$ cat src/rtl/sme_pkg.sv
// Shared constants, defaults and FSM encoding for the string matching engine host.
package sme_pkg;

  localparam logic [7:0] CHAR_HEAD  = 8'h5E;
  localparam logic [7:0] CHAR_TAIL  = 8'h24;
  localparam logic [7:0] CHAR_DOT   = 8'h2E;
  localparam logic [7:0] CHAR_SPACE = 8'h20;

  localparam int unsigned SME_STR_MAX = 32;
  localparam int unsigned SME_PAT_MAX = 10;

  typedef enum logic [2:0] {
    StIdle,
    StSendStr,
    StSendPat,
    StWait,
    StDone
  } sme_state_e;

endpackage

$ cat src/rtl/sme_host_if.sv
// Engine-facing link: host streams chars, engine answers with a result.
interface sme_host_if;
  logic [7:0] chardata;
  logic       isstring;
  logic       ispattern;
  logic       valid;
  logic       match;
  logic [4:0] match_index;

  modport master (
    output chardata, isstring, ispattern,
    input  valid, match, match_index
  );

  modport slave (
    input  chardata, isstring, ispattern,
    output valid, match, match_index
  );
endinterface

$ cat src/rtl/sme_char_buf.sv
// Character buffer: one synchronous write port, one combinational read port, async clear.
module sme_char_buf #(
  parameter int unsigned Depth = 8,
  parameter int unsigned AddrW = (Depth > 1) ? $clog2(Depth) : 1
) (
  input  logic             clk,
  input  logic             reset,
  input  logic             we,
  input  logic [AddrW-1:0] waddr,
  input  logic [7:0]       wdata,
  input  logic [AddrW-1:0] raddr,
  output logic [7:0]       rdata
);

  logic [7:0] mem_q [Depth];

  // Storage; out-of-range writes are dropped.
  always_ff @(posedge clk or posedge reset) begin
    if (reset) begin
      for (int i = 0; i < int'(Depth); i++) mem_q[i] <= '0;
    end else if (we && (32'(waddr) < Depth)) begin
      mem_q[waddr] <= wdata;
    end
  end

  // Read port; out-of-range addresses return 0.
  always_comb begin
    rdata = '0;
    if (32'(raddr) < Depth) rdata = mem_q[raddr];
  end

endmodule

$ cat src/rtl/sme_host.sv
// Host-side driver: buffers string/pattern, streams them to the engine, captures the result.
module sme_host
  import sme_pkg::*;
#(
  parameter int unsigned STR_MAX = SME_STR_MAX,
  parameter int unsigned PAT_MAX = SME_PAT_MAX,
  parameter int unsigned TIMEOUT = 255
) (
  input  logic       clk,
  input  logic       reset,
  input  logic       wr_en,
  input  logic       wr_sel,
  input  logic [4:0] wr_addr,
  input  logic [7:0] wr_data,
  input  logic [5:0] str_len,
  input  logic [3:0] pat_len,
  input  logic       send_str,
  input  logic       start,
  output logic       busy,
  output logic       done,
  output logic       res_match,
  output logic [4:0] res_index,
  output logic       res_timeout,
  sme_host_if.master eng
);

  localparam int unsigned StrAw = (STR_MAX > 1) ? $clog2(STR_MAX) : 1;
  localparam int unsigned PatAw = (PAT_MAX > 1) ? $clog2(PAT_MAX) : 1;

  sme_state_e state_q, state_d;
  logic [5:0] ptr_q, ptr_d;
  logic [7:0] cnt_q, cnt_d;
  logic [5:0] slen_q, slen_d;
  logic [3:0] plen_q, plen_d;
  logic [7:0] chardata_q, chardata_d;
  logic       isstring_q, isstring_d, ispattern_q, ispattern_d;
  logic       busy_q, busy_d, done_q, done_d;
  logic       res_match_q, res_match_d, res_timeout_q, res_timeout_d;
  logic [4:0] res_index_q, res_index_d;

  logic             str_we, pat_we, start_ok;
  logic [StrAw-1:0] str_raddr;
  logic [PatAw-1:0] pat_raddr;
  logic [7:0]       str_rdata, pat_rdata;

  // Buffers are writable only in IDLE so they stay stable while streaming.
  assign str_we = wr_en && !wr_sel && (state_q == StIdle) && (32'(wr_addr) < STR_MAX);
  assign pat_we = wr_en &&  wr_sel && (state_q == StIdle) && (32'(wr_addr) < PAT_MAX);

  assign start_ok = (pat_len != '0) && (32'(pat_len) <= PAT_MAX) &&
                    (!send_str || ((str_len != '0) && (32'(str_len) <= STR_MAX)));

  // Read index 0 outside the matching send state so the first char of the next phase is ready.
  assign str_raddr = (state_q == StSendStr) ? StrAw'(ptr_q) : '0;
  assign pat_raddr = (state_q == StSendPat) ? PatAw'(ptr_q) : '0;

  sme_char_buf #(.Depth(STR_MAX), .AddrW(StrAw)) u_str_buf (
    .clk   (clk),
    .reset (reset),
    .we    (str_we),
    .waddr (StrAw'(wr_addr)),
    .wdata (wr_data),
    .raddr (str_raddr),
    .rdata (str_rdata)
  );

  sme_char_buf #(.Depth(PAT_MAX), .AddrW(PatAw)) u_pat_buf (
    .clk   (clk),
    .reset (reset),
    .we    (pat_we),
    .waddr (PatAw'(wr_addr)),
    .wdata (wr_data),
    .raddr (pat_raddr),
    .rdata (pat_rdata)
  );

  // Next state; engine-facing outputs are computed one cycle ahead and registered.
  always_comb begin
    state_d       = state_q;
    ptr_d         = ptr_q;
    cnt_d         = cnt_q;
    slen_d        = slen_q;
    plen_d        = plen_q;
    chardata_d    = '0;
    isstring_d    = 1'b0;
    ispattern_d   = 1'b0;
    res_match_d   = res_match_q;
    res_index_d   = res_index_q;
    res_timeout_d = res_timeout_q;
    unique case (state_q)
      StIdle: begin
        if (start && start_ok) begin
          slen_d = str_len;
          plen_d = pat_len;
          ptr_d  = 6'd1;
          if (send_str) begin
            state_d    = StSendStr;
            isstring_d = 1'b1;
            chardata_d = str_rdata;
          end else begin
            state_d     = StSendPat;
            ispattern_d = 1'b1;
            chardata_d  = pat_rdata;
          end
        end
      end
      StSendStr: begin
        if (ptr_q < slen_q) begin
          isstring_d = 1'b1;
          chardata_d = str_rdata;
          ptr_d      = ptr_q + 6'd1;
        end else begin
          state_d     = StSendPat;
          ispattern_d = 1'b1;
          chardata_d  = pat_rdata;
          ptr_d       = 6'd1;
        end
      end
      StSendPat: begin
        if (ptr_q < {2'b00, plen_q}) begin
          ispattern_d = 1'b1;
          chardata_d  = pat_rdata;
          ptr_d       = ptr_q + 6'd1;
        end else begin
          state_d = StWait;
          cnt_d   = '0;
        end
      end
      StWait: begin
        if (eng.valid) begin
          state_d       = StDone;
          res_match_d   = eng.match;
          res_index_d   = eng.match ? eng.match_index : '0;
          res_timeout_d = 1'b0;
        end else if (cnt_q == 8'(TIMEOUT - 1)) begin
          state_d       = StDone;
          res_match_d   = 1'b0;
          res_index_d   = '0;
          res_timeout_d = 1'b1;
        end else begin
          cnt_d = cnt_q + 8'd1;
        end
      end
      StDone:  state_d = StIdle;
      default: state_d = StIdle;
    endcase
    busy_d = (state_d == StSendStr) || (state_d == StSendPat) || (state_d == StWait);
    done_d = (state_d == StDone);
  end

  // State and output registers.
  always_ff @(posedge clk or posedge reset) begin
    if (reset) begin
      state_q       <= StIdle;
      ptr_q         <= '0;
      cnt_q         <= '0;
      slen_q        <= '0;
      plen_q        <= '0;
      chardata_q    <= '0;
      isstring_q    <= 1'b0;
      ispattern_q   <= 1'b0;
      busy_q        <= 1'b0;
      done_q        <= 1'b0;
      res_match_q   <= 1'b0;
      res_index_q   <= '0;
      res_timeout_q <= 1'b0;
    end else begin
      state_q       <= state_d;
      ptr_q         <= ptr_d;
      cnt_q         <= cnt_d;
      slen_q        <= slen_d;
      plen_q        <= plen_d;
      chardata_q    <= chardata_d;
      isstring_q    <= isstring_d;
      ispattern_q   <= ispattern_d;
      busy_q        <= busy_d;
      done_q        <= done_d;
      res_match_q   <= res_match_d;
      res_index_q   <= res_index_d;
      res_timeout_q <= res_timeout_d;
    end
  end

  assign eng.chardata  = chardata_q;
  assign eng.isstring  = isstring_q;
  assign eng.ispattern = ispattern_q;
  assign busy          = busy_q;
  assign done          = done_q;
  assign res_match     = res_match_q;
  assign res_index     = res_index_q;
  assign res_timeout   = res_timeout_q;

endmodule

$ cat src/flat_wrapper.sv
// flat-port wrapper written by rule: the top's interface ports become plain ports
module sme_host_flat import sme_pkg::*;
#(
  parameter int unsigned STR_MAX = SME_STR_MAX,
  parameter int unsigned PAT_MAX = SME_PAT_MAX,
  parameter int unsigned TIMEOUT = 255
)
  (clk, reset, wr_en, wr_sel, wr_addr, wr_data, str_len, pat_len, send_str, start, busy, done, res_match, res_index, res_timeout, eng_chardata, eng_isstring, eng_ispattern, eng_valid, eng_match, eng_match_index);
  sme_host_if eng_i ();
  input  logic clk;
  input  logic reset;
  input  logic wr_en;
  input  logic wr_sel;
  input  logic [4:0] wr_addr;
  input  logic [7:0] wr_data;
  input  logic [5:0] str_len;
  input  logic [3:0] pat_len;
  input  logic send_str;
  input  logic start;
  output logic busy;
  output logic done;
  output logic res_match;
  output logic [4:0] res_index;
  output logic res_timeout;
  output wire logic [$bits(eng_i.chardata)-1:0] eng_chardata;
  output wire logic [$bits(eng_i.isstring)-1:0] eng_isstring;
  output wire logic [$bits(eng_i.ispattern)-1:0] eng_ispattern;
  input wire logic [$bits(eng_i.valid)-1:0] eng_valid;
  input wire logic [$bits(eng_i.match)-1:0] eng_match;
  input wire logic [$bits(eng_i.match_index)-1:0] eng_match_index;
  assign eng_chardata = eng_i.chardata;
  assign eng_isstring = eng_i.isstring;
  assign eng_ispattern = eng_i.ispattern;
  assign eng_i.valid = eng_valid;
  assign eng_i.match = eng_match;
  assign eng_i.match_index = eng_match_index;
  sme_host #(.STR_MAX(STR_MAX), .PAT_MAX(PAT_MAX), .TIMEOUT(TIMEOUT)) u_core (.clk(clk), .reset(reset), .wr_en(wr_en), .wr_sel(wr_sel), .wr_addr(wr_addr), .wr_data(wr_data), .str_len(str_len), .pat_len(pat_len), .send_str(send_str), .start(start), .busy(busy), .done(done), .res_match(res_match), .res_index(res_index), .res_timeout(res_timeout), .eng(eng_i));
endmodule
$ cat config.mk
export PLATFORM = sky130hd
export DESIGN_NAME = sme_host_flat
export DESIGN_NICKNAME = d
export VERILOG_FILES = /design/src/rtl/sme_pkg.sv /design/src/rtl/sme_host_if.sv /design/src/rtl/sme_char_buf.sv /design/src/rtl/sme_host.sv /design/src/flat_wrapper.sv
export SDC_FILE = /design/constraint.sdc
export NUM_CORES = 1
export LEC_CHECK = 0
export ABC_CLOCK_PERIOD_IN_PS = 12500
export BUFFER_PORTS_ARGS = -buffer_cell sky130_fd_sc_hd__buf_2
export CAP_MARGIN = 20
export CORE_MARGIN = 4
export CORE_UTILIZATION = 55
export CTS_CLUSTER_DIAMETER = 50
export DETAILED_ROUTE_END_ITERATION = 16
export PLACE_DENSITY = 0.73
export SYNTH_ARGS = -nofsm -noshare
export SYNTH_HDL_FRONTEND = slang
export SYNTH_SLANG_ARGS = --single-unit
$ cat constraint.sdc
create_clock -name clk -period 12.5 [get_ports clk]
set_input_delay 1.875 -clock clk [delete_from_list [all_inputs] [get_ports clk]]
set_output_delay 1.875 -clock clk [all_outputs]
set_load 0.01 [all_outputs]
==> results.md <==
- Starting density of the core: 0.561
- Net count after synthesis: approximately 1600
- Flops & latches, synth: between 300 and 400
- Placed cell count: just under 2000
- IO buf count: 54
- Leak Pwr: 9.58 nW
- Post-Synth XOR/XNOR Area: 0.00476
- FF-to-FF Start: u_core.state_q[0]
- Syn Area/Cell: 11.7 um^2
- Post-CTS setup buffer count: 0
- Area leader, netlist: dfrtp_1
- Worst Max-Slew Pin Slew: approximately 1.1 ns
- CTS Buf Count: 43
- Synth top area share: 0.520
- Wirelength, routed: a little under 50000 um
- Fillers: about 2600
- Post-CTS Resized: 0
- Worst Path Required: 12.90 ns
- Seq/Total Area, Yosys: 0.520
- Cts hold-fix bufs: 0
- Crit-path slowest cell: o311ai_0
- Final setup vio count: 0
- # rows: 66
- CTS tree: done
- Hold Path Stages: 2
- Die Height: between 150 and 200 um
- Routed Antenna Nets: 0
- Total GRT Usage: 0.267
- Clk root buf: clkbuf_16
- Crit-path cells: nor3b_2 -> buf_4 -> nand2_1 -> buf_4 -> a21oi_1 -> o311ai_0 -> o211ai_1 -> o32ai_1
- 1st-iter DRT viols: about 1300
- H-tree depth: 2
- GR Overflow Total: 0
- CP Max Fanout: 30
- Pre-antenna DRT Iters: 5
- Fin. max-slew vios: 0
- Layout Utilization: 0.620
- Largest family of logic cells by synthesized area: multiplexers
- Worst-Skew Late Latency: roughly 0.53 ns
- Post-DP HPWL: between 30000 and 40000 um
- Period Utilization, post-route: 0.318
- Skew final: about 0.015 ns
- Final layout net count: ~1600
- Vias in the first global route: approximately 13000
- Post-synth ARST share: 1.00
- DR vias/cell: 6.35
- Crit path time final: about 4.0 ns
- Max-slew headroom: 0.291
- Unrepaired setup endpoints after global routing: no
- Cell with the most instances on the worst path: buf_4
- Final instance area: approximately 20000 um^2
- Mapped Cells: around 1600
- Cell Area, Synth: approximately 18000 um^2
- Worst setup SP type: flop
- CP max stage delay: 0.89 ns
- Max_cap viols: 0
- Worst Path Arrival: roughly 4.4 ns
- Mux contribution to synthesized area: 0.239
- Simple-gate share of the synthesized area: 0.0969
- Placed cell areas: 19000 um^2
- Main area contributors after synthesis: dfrtp_1, mux2_2, a21oi_1
- HP Start: u_core.res_index[4]
- Worst R2R End: u_core.eng.chardata[2]
- Yosys warning count: 0
- Fin. Hold Viols: 0
- Crit end category: flop
- Share of cells above drive strength 1: 0.343
- Vias after detailed routing: around 13000
- Outcome: complete, no violations
- P&R area growth vs syn: 10.6%
- Core Box Area: between 30000 and 40000 um^2
- Setup_tns: 0 ns
- DR WL/cell: ~23 um
- FMAX: 0.252 GHz
- First-pass GRT wire length: between 70000 and 80000 um
- Post-synth cell types: a little under 70
- Largest net degree at the start of global routing: 169
- Antenna violations before repair: 1
- Io pins: 55
- VDD IR max: around 0.11 mV
- Prevailing post-synth register cell: dfrtp_1
- Post-synth EDFFs: 0
- Compound-Gate Fraction of Synth Area: 0.103
- Clk buf depth: 3
- Power Dens Cells: around 190 nW/um^2
- Clock Sinks: 382
- Flop2flop setup slack: 8.53 ns
- Full die area: 36400 um^2
- Final std cells w/o fill: slightly above 2000
- Gpl congestion: between 0.9 and 1
- Adder-cell share of the synthesized area: 0.00748
- DRC: 0
- Hold Crit Class: flop to flop
- Clock transition at the registers of the reported paths: 0.06 ns
- Crit Path Class: flop to flop
- Die span in x: between 150 and 200 um
- Worst r2r path cells: 8
- Hold Crit Endpoint: u_core.res_index[4]
[sequential cells by signal, indices dropped and copies added (netlist names), 3 cells and up]
register	flops
u_core.state_q	3
u_core.slen_q	6
u_core.plen_q	4
u_core.cnt_q	8
u_core.u_pat_buf.mem_q	80
u_core.u_str_buf.mem_q	256
u_core.eng.chardata	8
u_core.ptr_q	6
u_core.res_index	5
[where the power goes]
group,internal (W),total (W),switching (W)
registers,0.00146,0.00162,0.000167
logic,0.000423,0.00109,0.000668
clock network,0.000723,0.00122,0.000500
total,0.00260,0.00394,0.00134
[cell usage in the layout (no fill, tap or decap), types with 35 or more instances in the layout]
| master | n |
|---|---|
| dfrtp_1 | 379 |
| mux2_2 | 351 |
| nor2_1 | 97 |
| a21oi_1 | 97 |
| nand2_1 | 95 |
| buf_2 | 54 |
| clkbuf_16 | 45 |
| nand3_1 | 38 |
| o21ai_0 | 38 |
| mux2i_1 | 38 |
| nor2_2 | 35 |
[layout make-up]
class                      count  area (um^2)  area share
tap                          442          553      0.0272
inverter                      24          103     0.00504
antenna                        2         5.00    0.000246
timing repair buffer          71          410      0.0202
multi-input combinational   1064         8320       0.409
clock buffer                  60         1250      0.0616
clock inverter                16          130     0.00640
sequential                   382         9570       0.470
[critical path, delay by kind of cell, from the launching register on]
family                 cells  cell delay [ns]
AND/OR/NAND/NOR            2             1.01
buffers and inverters      2             0.67
AO/OA/AOI/OAI              4             1.52
flip-flops                 1             0.62
[synth_stat cells (3+ instances only)]
master     count
dfrtp_1      382
mux2_2       351
a21oi_1       97
nor2_1        97
nand2_1       95
clkbuf_1      75
mux2i_1       38
nand3_1       38
o21ai_0       38
nor2_2        35
nor3_1        29
o22ai_1       24
inv_1         23
buf_2         18
a221oi_1      14
a21o_1        12
buf_1         12
o211ai_1      12
ha_1          11
o32ai_1       11
xnor2_1       10
a211oi_1       9
a22oi_1        9
nor2b_1        9
a31oi_1        8
nand2b_1       8
nand4_1        8
o21a_1         8
o221ai_1       7
and2_1         6
o311ai_0       6
and3_1         5
o2111ai_1      5
or2_2          5
or3_1          5
a22o_1         4
nand3b_1       4
nand4bb_1      3
nor3b_1        3
o221a_2        3
o31ai_1        3
[cell families (layout without fill, tap and decap cells)]
family	after synthesis	in the layout
multiplexers	392	392
AO/OA/AOI/OAI	288	288
AND/OR/NAND/NOR	363	363
XOR/XNOR	10	10
other	0	2
buffers and inverters	131	171
flip-flops	382	382
adder cells (fa/ha/maj)	11	11
[how the worst max path moves through the flow]
stage	from	end	slack (ns)	cells past startpoint
global placement	reset	u_core.ptr_q[0]	7.86	4
CTS	reset	u_core.ptr_q[0]	8.38	4
finish	u_core.state_q[0]	u_core.eng.chardata[2]	8.53	8
floorplan	reset	u_core.busy	0.01	1
global route	reset	u_core.ptr_q[0]	8.03	4
detailed placement	reset	u_core.ptr_q[0]	7.82	4
[metrics by stage]
stage | hold WS, ns | power (W) | setup WS [ns]
6_report | 0.483 | 0.00394 | 8.53
5_1_grt | 0.508 | 0.00413 | 8.03
4_1_cts | 0.489 | 0.00394 | 8.38
3_5_place_dp | 0.475 | 0.00272 | 7.82
3_3_place_gp | 0.458 | 0.00268 | 7.86
2_1_floorplan | 0.471 | 0.00237 | 0.0109
[layer usage]
layer | GRT usage | up-vias | part of all wire
li1 | - | 5736 | -
met1 | 0.380 | 6726 | 0.43
met5 | 0 | - | 0
met2 | 0.428 | 529 | 0.47
met3 | 0.0383 | 98 | 0.066
met4 | 0.0829 | 0 | 0.030
Note: power is estimated with default switching activity, not from simulation.
